**src/rtl/result_rd_pkg.sv**
```systemverilog
`default_nettype none
// ============================================================================
// Module      : result_rd_pkg
// Description : Shared widths and FSM state encoding for the result RAM reader.
// Revision    : 1.0 - initial release
// ============================================================================
package result_rd_pkg;

    localparam int c_ADDR_W = 3;
    localparam int c_DATA_W = 8;
    localparam int c_CNT_W  = c_ADDR_W + 1;

    typedef enum logic [1:0] {
        IDLE    = 2'd0,
        READ    = 2'd1,
        CAPTURE = 2'd2,
        PRESENT = 2'd3
    } state_t;

endpackage
`default_nettype wire

```
**src/rtl/result_ram_reader.sv**
```systemverilog
`default_nettype none
// ============================================================================
// Module      : result_ram_reader
// Description : Drains a wrapping range of the result RAM onto a valid/ready
//               stream, one beat per read, with last-beat flag and done pulse.
// Revision    : 1.0 - initial release
// ============================================================================
module result_ram_reader
    import result_rd_pkg::*;
#(
    parameter int ADDR_W = c_ADDR_W,
    parameter int DATA_W = c_DATA_W,
    parameter int CNT_W  = c_CNT_W
) (
    input  logic              clk,
    input  logic              reset,
    input  logic              start,
    input  logic [ADDR_W-1:0] base_addr,
    input  logic [CNT_W-1:0]  count,
    output logic              ram_rd_en,
    output logic [ADDR_W-1:0] ram_rd_addr,
    input  logic [DATA_W-1:0] ram_rd_data,
    output logic              out_valid,
    output logic [DATA_W-1:0] out_data,
    output logic              out_last,
    input  logic              out_ready,
    output logic              busy,
    output logic              done
);

    state_t              r_state;
    state_t              w_state_next;
    logic [ADDR_W-1:0]   r_addr;
    logic [ADDR_W-1:0]   r_rd_addr_hold;
    logic [CNT_W-1:0]    r_rem;
    logic                r_out_valid;
    logic [DATA_W-1:0]   r_out_data;
    logic                r_out_last;
    logic                r_done;

    always_comb begin
        w_state_next = r_state;
        unique case (r_state)
            IDLE:    if (start && (count != '0)) w_state_next = READ;
            READ:    w_state_next = CAPTURE;
            CAPTURE: w_state_next = PRESENT;
            PRESENT: begin
                if (out_ready) begin
                    w_state_next = (r_rem != '0) ? READ : IDLE;
                end
            end
            default: w_state_next = IDLE;
        endcase
    end

    always_ff @(posedge clk) begin
        if (!reset) begin
            r_state        <= IDLE;
            r_addr         <= '0;
            r_rd_addr_hold <= '0;
            r_rem          <= '0;
            r_out_valid    <= 1'b0;
            r_out_data     <= '0;
            r_out_last     <= 1'b0;
            r_done         <= 1'b0;
        end else begin
            r_state <= w_state_next;
            r_done  <= 1'b0;
            unique case (r_state)
                IDLE: begin
                    if (start) begin
                        if (count != '0) begin
                            r_addr <= base_addr;
                            r_rem  <= count;
                        end else begin
                            r_done <= 1'b1;
                        end
                    end
                end
                READ: begin
                    r_rd_addr_hold <= r_addr;
                end
                CAPTURE: begin
                    r_out_data  <= ram_rd_data;
                    r_out_valid <= 1'b1;
                    r_out_last  <= (r_rem == CNT_W'(1));
                    r_addr      <= r_addr + ADDR_W'(1);
                    r_rem       <= r_rem - CNT_W'(1);
                end
                PRESENT: begin
                    if (out_ready) begin
                        r_out_valid <= 1'b0;
                        r_out_last  <= 1'b0;
                        if (r_rem == '0) r_done <= 1'b1;
                    end
                end
                default: ;
            endcase
        end
    end

    // Address is driven live during READ and frozen afterwards so the RAM port sees a stable value.
    assign ram_rd_en   = (r_state == READ);
    assign ram_rd_addr = ram_rd_en ? r_addr : r_rd_addr_hold;
    assign out_valid   = r_out_valid;
    assign out_data    = r_out_data;
    assign out_last    = r_out_last;
    assign busy        = (r_state != IDLE);
    assign done        = r_done;

endmodule
`default_nettype wire

```
**config.mk**
```make
export PLATFORM = sky130hd
export DESIGN_NAME = result_ram_reader
export DESIGN_NICKNAME = d
export VERILOG_FILES = /design/src/rtl/result_rd_pkg.sv /design/src/rtl/result_ram_reader.sv
export SDC_FILE = /design/constraint.sdc
export NUM_CORES = 1
export LEC_CHECK = 0
export BUFFER_PORTS_ARGS = -buffer_cell sky130_fd_sc_hd__buf_4
export CORE_UTILIZATION = 40
export CTS_BUF_LIST = sky130_fd_sc_hd__clkbuf_2 sky130_fd_sc_hd__clkbuf_4 sky130_fd_sc_hd__clkbuf_8
export DETAILED_ROUTE_END_ITERATION = 6
export PLACE_DENSITY = 0.66
export SLEW_MARGIN = 20
export SYNTH_ARGS = -nofsm -noshare
export SYNTH_HDL_FRONTEND = slang
export SYNTH_SLANG_ARGS = --single-unit
```
**constraint.sdc**
```tcl
create_clock -name clk -period 1.53 [get_ports clk]
set_input_delay 0.153 -clock clk [delete_from_list [all_inputs] [get_ports clk]]
set_output_delay 0.153 -clock clk [all_outputs]
set_load 0.02 [all_outputs]
```
* After elaboration in Yosys (flattened, before gate mapping)
Cells that the tools add are included.
Widths: inputs -> output; s select.
** Operators by class
- Add/subtract/negate cells :: 2
- Eq/ne operators :: 8
- Muxes and demuxes :: 19
- Reductions and logical operators :: 11
** Operator list (count)
- $mux 3 :: 3
- $mux 4 :: 2
- $ne 2x2->1 const B :: 4
- $pmux 2 s4 :: 1
- $pmux 4 s2 :: 1
- $reduce_bool 4->1 :: 2
- $mux 1 :: 6
- $pmux 1 s2 :: 3
- $pmux 3 s2 :: 1
- $reduce_bool 2->1 :: 3
- $eq 2x2->1 const B :: 2
- $eq 4x1->1 const B :: 1
- $logic_not 4->1 :: 1
- $mux 2 :: 2
- $reduce_and 2->1 :: 2
- $sub 4x1->4 const B :: 1
- $add 3x1->3 const B :: 1
- $reduce_and 3->1 :: 1
- $eq 2x1->1 const B :: 1
- $logic_not 2->1 :: 1
- $logic_and 1x1->1 :: 1
** Word-level totals
- Register bits :: 23
- Output and inout port bits :: 16
- Word-level logic and storage cells :: 48

* Longest topological paths before layout
Gate-level depths: netlist of the first run.
- Depth in word-level cells :: 4
- Mapped depth :: 7
- Gate-level depth less buffers :: 6

* Least setup slack after synthesis of the first run
No wires, ideal clock.
- Path kind :: register -> register
- Start :: register r_state[0]
- End :: register r_rem[3]
- Arrival :: 1516 ps
- Data required time :: 1471 ps
- Path slack :: -44 ps
- Stages on the path, launching flop included :: 8
- Path buffers :: 1
- Period minus slack after synthesis :: 1574 ps
- Path through :: dfxtp_1 > inv_1 > ha_1 > clkbuf_1 > inv_1 > nor3_1 > a2111oi_2 > o211a_1
** Between the ends
- Longest elaborated chain between the ends :: 3
- Elaborated cells on any way between the ends :: 7
- Classes of those cells :: eq/ne: 3; mux: 1; reduce/logical: 3
** Ends and longest elaborated chain
- start, declared :: RTL line result_ram_reader.sv:31 : state_t r_state;
- start signal, assigned :: RTL line result_ram_reader.sv:67 : r_state <= w_state_next;
- $eq 2x2->1 or $logic_not 2->1 (tied branches) :: RTL line result_ram_reader.sv:69 : unique case (r_state)
- $reduce_bool 2->1 (no source line) or $ne 2x2->1 (tied branches)
- $reduce_and 3->1 (no source line)
- end signal, assigned :: RTL line result_ram_reader.sv:74 : r_rem <= count;
- end signal, assigned :: RTL line result_ram_reader.sv:88 : r_rem <= r_rem - CNT_W'(1);
- end, declared :: RTL line result_ram_reader.sv:35 : logic [CNT_W-1:0] r_rem;
Parallel ways exist; a longest one is shown, timed or not.
A chain may end at the register's enable or synchronous reset.

* Final worst setup path of the first run
- Start :: register r_state[0]
- End :: output port ram_rd_addr[0]
** Between the ends
- Longest elaborated chain between the ends :: 2
** Ends and longest elaborated chain
- $eq 2x1->1 :: RTL line result_ram_reader.sv:103 : assign ram_rd_en = (r_state == READ);
- $mux 3 :: RTL line result_ram_reader.sv:104 : assign ram_rd_addr = ram_rd_en ? r_addr : r_rd_addr_hold;
- end, declared :: RTL line result_ram_reader.sv:21 : output logic [ADDR_W-1:0] ram_rd_addr,
No other way between the ends.

==> results of run 1 <==
cell type report:
cell class / count / area, um2 / share of cell area [%]
Inverter: 7 / 31.3 / 1.88
Tap cell: 31 / 38.8 / 2.33
Multi-Input combinational cell: 88 / 739 / 44.4
Clock buffer: 4 / 30.0 / 1.80
Sequential cell: 23 / 465 / 27.9
Timing Repair Buffer: 46 / 360 / 21.6
routing by layer:
metal	wire length, um	part of all wire [%]	up-vias
met3	134	4.9	4
li1	-	-	537
met1	1200	44	493
met2	1370	50	35
met5	0	0	-
met4	34	1.2	0
critical path, delay by kind of cell (launching register included):
| family | cells | cell delay [ns] |
|---|---|---|
| buf+inv | 2 | 0.25 |
| mux | 1 | 0.31 |
| fa+ha+maj | 1 | 0.17 |
| flops | 1 | 0.35 |
timing repair:
item | CTS | global route
endpoints found under the setup margin | 8 | 9
setup buffers | 1 | 0
gates resized for setup | 12 | 11
hold endpoints to repair | 0 | 0
pin swaps | 1 | 2
placed cells by master (no fill, tap or decap), types with 4 or more instances in the layout:
cell / Yosys / final
clkbuf_4: 0 / 4
nor2_1: 15 / 15
nor3_1: 5 / 5
dfxtp_1: 23 / 21
buf_6: 0 / 4
mux2i_1: 10 / 10
nand3_1: 4 / 4
buf_4: 0 / 42
ha_1: 9 / 6
power groups by stage:
stage	sequential (mW)	clock [mW]	combinational, mW
detailed placement	0.905	0	1.59
CTS	0.907	0.305	1.68
global route	0.940	0.334	1.97
global placement	0.902	0	1.55
finish	0.917	0.292	1.81
floorplan	0.952	0	0.978
registers in the layout, summed over array words and instances (netlist names):
register and count:
done 1, out_data 8, out_last 1, out_valid 1
r_addr 3, r_rd_addr_hold 3, r_rem 4, r_state 2
path summary, 6_finish.rpt:
path,endpoint,depth (start not counted)
max,ram_rd_addr[0],4
min,out_data[3],3
max reg2reg,r_rem[3],5
min reg2reg,out_last,2
cells by family (layout without fill, tap and decap cells):
family	Yosys count	count (layout)
AOI/OAI and AO/OA	25	25
xor gates and xnor gates	1	1
adders and majority gates	9	9
buffers and inverters	11	57
DFF	23	23
muxes	14	14
and+or+nand+nor	39	39
through the flow:
stage               hold slack (ns)  worst slack (ns)
finish                       0.0802          -0.00366
global route                 0.0826           -0.0607
CTS                          0.0716           -0.0354
detailed placement            0.401           -0.0557
global placement              0.385            0.0481
floorplan                     0.275            0.0161
==> impl_metrics.json, run 1 <==
{
  "status": "finished, violations left",
  "violations": "negative setup slack",
  "vias": 1069,
  "diodes": 0,
  "max_freq_mhz": 652,
  "final-setup-viol-count": 1,
  "netlist.area_leader.share_pct": 38.9,
  "grt_util_met3_pct": 2.07,
  "switching_share_pct": 40.6,
  "skew_ns": 0.00348,
  "timing.final.max_slew_violations": 0,
  "synth_top_cells_by_count": "dfxtp_1 (23), nor2_1 (15), mux2i_1 (10)",
  "p_seq_share_pct": 30.4,
  "synth-simple-area-share_pct": 17.1,
  "coreArea_um2": 2780,
  "ctsHoldBuffers": 0,
  "fin_nets": 197,
  "drc": 0,
  "synth-seq-area-share_pct": 38.9,
  "io_buffers": 34,
  "critical_path_class": "reg2out",
  "synthFlopType": "dfxtp_1",
  "cp_cell_sequence": "buf_6, ha_4, mux2_4, buf_6",
  "top_usage_layer": "met2",
  "r2r_slack_ns": 0.03,
  "synth_xor_area_share_pct": 0.739,
  "htree_levels": 1,
  "grt_use_total_pct": 18.1,
  "grt_overflow": 0,
  "fin_total_pwr_mw": 3.02,
  "dieArea_um2": 3180,
  "ant_nets": 0,
  "cp-start-kind": "flip-flop",
  "grt_pass1_vias": 1039,
  "num_rows": 19,
  "async_flop_share_pct": 0,
  "rsz0062_at_grt": "true",
  "placed_cells": 194,
  "synth-edff-count": 0,
  "final_util_pct": 59.9,
  "n_fill_cell": 246,
  "synth_fa_ha_area_share_pct": 9.50,
  "required_ns": 1.38,
  "yosysMostFrequentCell": "dfxtp_1",
  "clk_path_buf_depth": 2,
  "use_met1_pct": 23.1,
  "period_share_pct": 100,
  "use_met2_pct": 32.3,
  "maxCapViolations": 0,
  "setup.worst_path.start": "r_state[0]",
  "grt_max_degree": 13,
  "endpoint_kind": "primary output",
  "cts_sinks": 23,
  "dp_hpwl_um": 2100,
  "synthesis.area_um2": 1180,
  "grt_pass1_wl_um": 4640,
  "synth.ff_latch_count": 23,
  "p_leak_nw": 0.723,
  "internal-power_mw": 1.79,
  "finalInstanceArea_um2": 1670,
  "yosysWarnings": 0,
  "place_area_um2": 1540,
  "drt_iter0_markers": 34,
  "die_h_um": 56.4,
  "pwr-share-clk_pct": 9.7,
  "p_sw_mw": 1.23,
  "slowest_stage": "dfxtp_2",
  "tightestPinTransition_ns": 0.406,
  "gp_congestion": 0.828,
  "syn_nets": 150,
  "instances_no_fill": 199,
  "insertion_delay_ns": 0.30,
  "synthMuxAreaShare_pct": 12.2,
  "synth_cell_types": 35,
  "fin_tns_setup_ns": -0.00366,
  "yosys-top-cells-area": "dfxtp_1 (39%), ha_1 (9.5%), mux2i_1 (8.4%)",
  "drt-pass1-iter-count": 4,
  "worstHoldStart": "ram_rd_data[3]",
  "start_util_pct": 42.6,
  "path_common_cell": "buf_6",
  "antenna_found_initial": 0,
  "die_w_um": 56.4,
  "ioPinCount": 35,
  "synth_compound_area_share_pct": 17.8,
  "cts_tree": "built",
  "synth_top_family_by_area": "compound AO/OA/AOI/OAI gates",
  "path_clk_slew_ns": 0.12,
  "power_frac_comb_pct": 59.9,
  "setup_ws_ns": -0.00366,
  "wl_per_cell_um": 13.8,
  "routed_wl_um": 2750,
  "cts_root_buffer": "clkbuf_4",
  "r2r-start": "r_state[1]",
  "peakVddDrop_uv": 1370,
  "hold_viol_final": 0,
  "period_needed_ns": 1.53,
  "via_per_inst": 5.37,
  "max-slew-margin-rel_pct": 72.9,
  "hp-class": "in2reg",
  "power_density_nw_per_um2": 1810,
  "worst-endpoint-arrival_ns": 1.38,
  "cts_inserted_buffers": 3,
  "synthCells": 122,
  "max_stage_delay_ns": 0.35,
  "syn_area_per_cell_um2": 9.71,
  "drive_gt1_share_pct": 40.5,
  "area_growth_pct": 40.5,
  "critPathMaxFanout": 4,
  "synth_top_area_cell": "dfxtp_1"
}
(Power assumes the default switching activity.)
==> run 2: changes to the inputs <==
- CELL_PAD_IN_SITES_DETAIL_PLACEMENT: unset -> 0
- CELL_PAD_IN_SITES_GLOBAL_PLACEMENT: unset -> 1
- CORE_UTILIZATION: 40 -> 36
- PLACE_DENSITY: 0.66 -> 0.77
==> impl_metrics.json, run 2 (synthesis gave the netlist of run 1 again) <==
{
  "die_h_um": 59.4,
  "clk_path_buf_depth": 2,
  "required_ns": 1.38,
  "start_util_pct": 38.5,
  "htree_levels": 1,
  "r2r-start": "r_state[0]",
  "layout_common_cells": "buf_4 (42), dfxtp_1 (21), nor2_1 (15)",
  "final_util_pct": 54.5,
  "maxCapViolations": 0,
  "peakVddDrop_uv": 660,
  "seq_area_um2": 465,
  "grt_pass1_vias": 1115,
  "path_clk_slew_ns": 0.13,
  "vias": 1076,
  "max_freq_mhz": 646,
  "finalInstanceArea_um2": 1680,
  "dp_hpwl_um": 2170,
  "drc": 0,
  "grt_max_degree": 13,
  "io_buffers": 34,
  "period_needed_ns": 1.55,
  "violations": "negative setup slack",
  "cp-start-kind": "flip-flop",
  "grt_use_total_pct": 18.2,
  "setup.worst_path.start": "r_state[1]",
  "timing.final.max_slew_violations": 0,
  "coreArea_um2": 3080,
  "worstReg2RegEnd": "r_rem[1]",
  "final-setup-viol-count": 3,
  "worst-endpoint-arrival_ns": 1.39,
  "met2_length_um": 1460,
  "n_fill_cell": 277,
  "power_density_nw_per_um2": 1790,
  "hp-class": "in2reg",
  "ioPinCount": 35,
  "dr.max_layer_used": "met4",
  "setup_ws_ns": -0.0173,
  "drive_gt1_share_pct": 40.8,
  "whs_ns": 0.0653,
  "max-slew-margin-rel_pct": 73.3,
  "dr_wl_met3_um": 142,
  "critical_path_class": "reg2out",
  "critPathMaxFanout": 4,
  "endpoint_kind": "primary output",
  "p_leak_nw": 0.724,
  "ant_nets": 0,
  "grt_overflow": 0,
  "die_w_um": 59.4,
  "wl_per_cell_um": 13.7,
  "antenna_found_initial": 0,
  "multi_input_area_um2": 723,
  "reg2reg_depth": 6,
  "drt_iter0_markers": 27,
  "insertion_delay_ns": 0.32,
  "period_share_pct": 101,
  "dieArea_um2": 3520,
  "hold_viol_final": 0,
  "fin_nets": 198,
  "diodes": 0,
  "ctsHoldBuffers": 0,
  "rsz0062_at_grt": "true",
  "drt-pass1-iter-count": 4,
  "mostFrequentLayoutCell": "buf_4",
  "cts_tree": "built",
  "largest_reg_flops": 8,
  "r2r_slack_ns": 0.08,
  "num_rows": 20,
  "place_area_um2": 1560,
  "skew_ns": 0.00509,
  "critPathCapture": "ram_rd_addr[0]",
  "routed_wl_um": 2910,
  "instances_no_fill": 213,
  "via_per_inst": 5.05,
  "tightestPinTransition_ns": 0.399,
  "status": "finished, violations left",
  "area_growth_pct": 41.5,
  "met1_length_um": 1240,
  "gp_congestion": 0.862,
  "cts_root_buffer": "clkbuf_4",
  "placed_cells": 207,
  "cts_sinks": 23,
  "grt_pass1_wl_um": 4770,
  "cts_inserted_buffers": 3
}
-- run 2: cell types whose count changed in the layout (fill, tap and decap cells not counted), sizes merged --
cell	before	now
buf	46	47
-- run 2: routing by layer --
layer	vias to the layer above	GRT usage, %
li1	539	-
met1	491	20.4
met2	38	32.7
met3	8	2.62
met4	0	10.2
met5	-	0
-- run 2: what timing repair did --
action                                  CTS  global route
pin swaps                                 1             0
resized for setup                        19             3
buffers inserted                          1             1
endpoints found under the setup margin    8             7
-- run 2: power breakdown --
group,switching [mW],internal [mW]
logic,0.898,0.878
registers,0.143,0.778
clock network,0.186,0.120
-- run 2: worst max-delay path, stage by stage, from the launching register on --
cell,delay [ns]
dfxtp_4,0.38
inv_4,0.08
ha_4,0.17
mux2_4,0.32
buf_6,0.13
-- run 2: final cells by class --
cell class,instances,share of cell area [%]
sequential,23,27.8
timing repair buffer,47,22.2
clock buffer,4,1.79
tap,44,3.28
multi-input combinational,88,43.1
inverter,7,1.87
-- run 2: worst min-delay path by stage --
stage              startpoint  cells after the start                 to
3_3_place_gp   ram_rd_data[2]                      3        out_data[2]
4_1_cts        ram_rd_data[6]                      3        out_data[6]
2_1_floorplan           reset                      1  r_rd_addr_hold[0]
5_1_grt        ram_rd_data[0]                      3        out_data[0]
3_5_place_dp   ram_rd_data[0]                      3        out_data[0]
6_report       ram_rd_data[2]                      3        out_data[2]
-- run 2: through the flow --
step	power (mW)	setup slack, ns	setup TNS, ns
3_3_place_gp	2.44	0.00838	0
3_5_place_dp	2.47	-0.0201	-0.0216
4_1_cts	2.97	-0.0380	-0.106
2_1_floorplan	1.93	0.0161	0
6_report	3.00	-0.0173	-0.0471
5_1_grt	3.22	-0.0739	-0.254
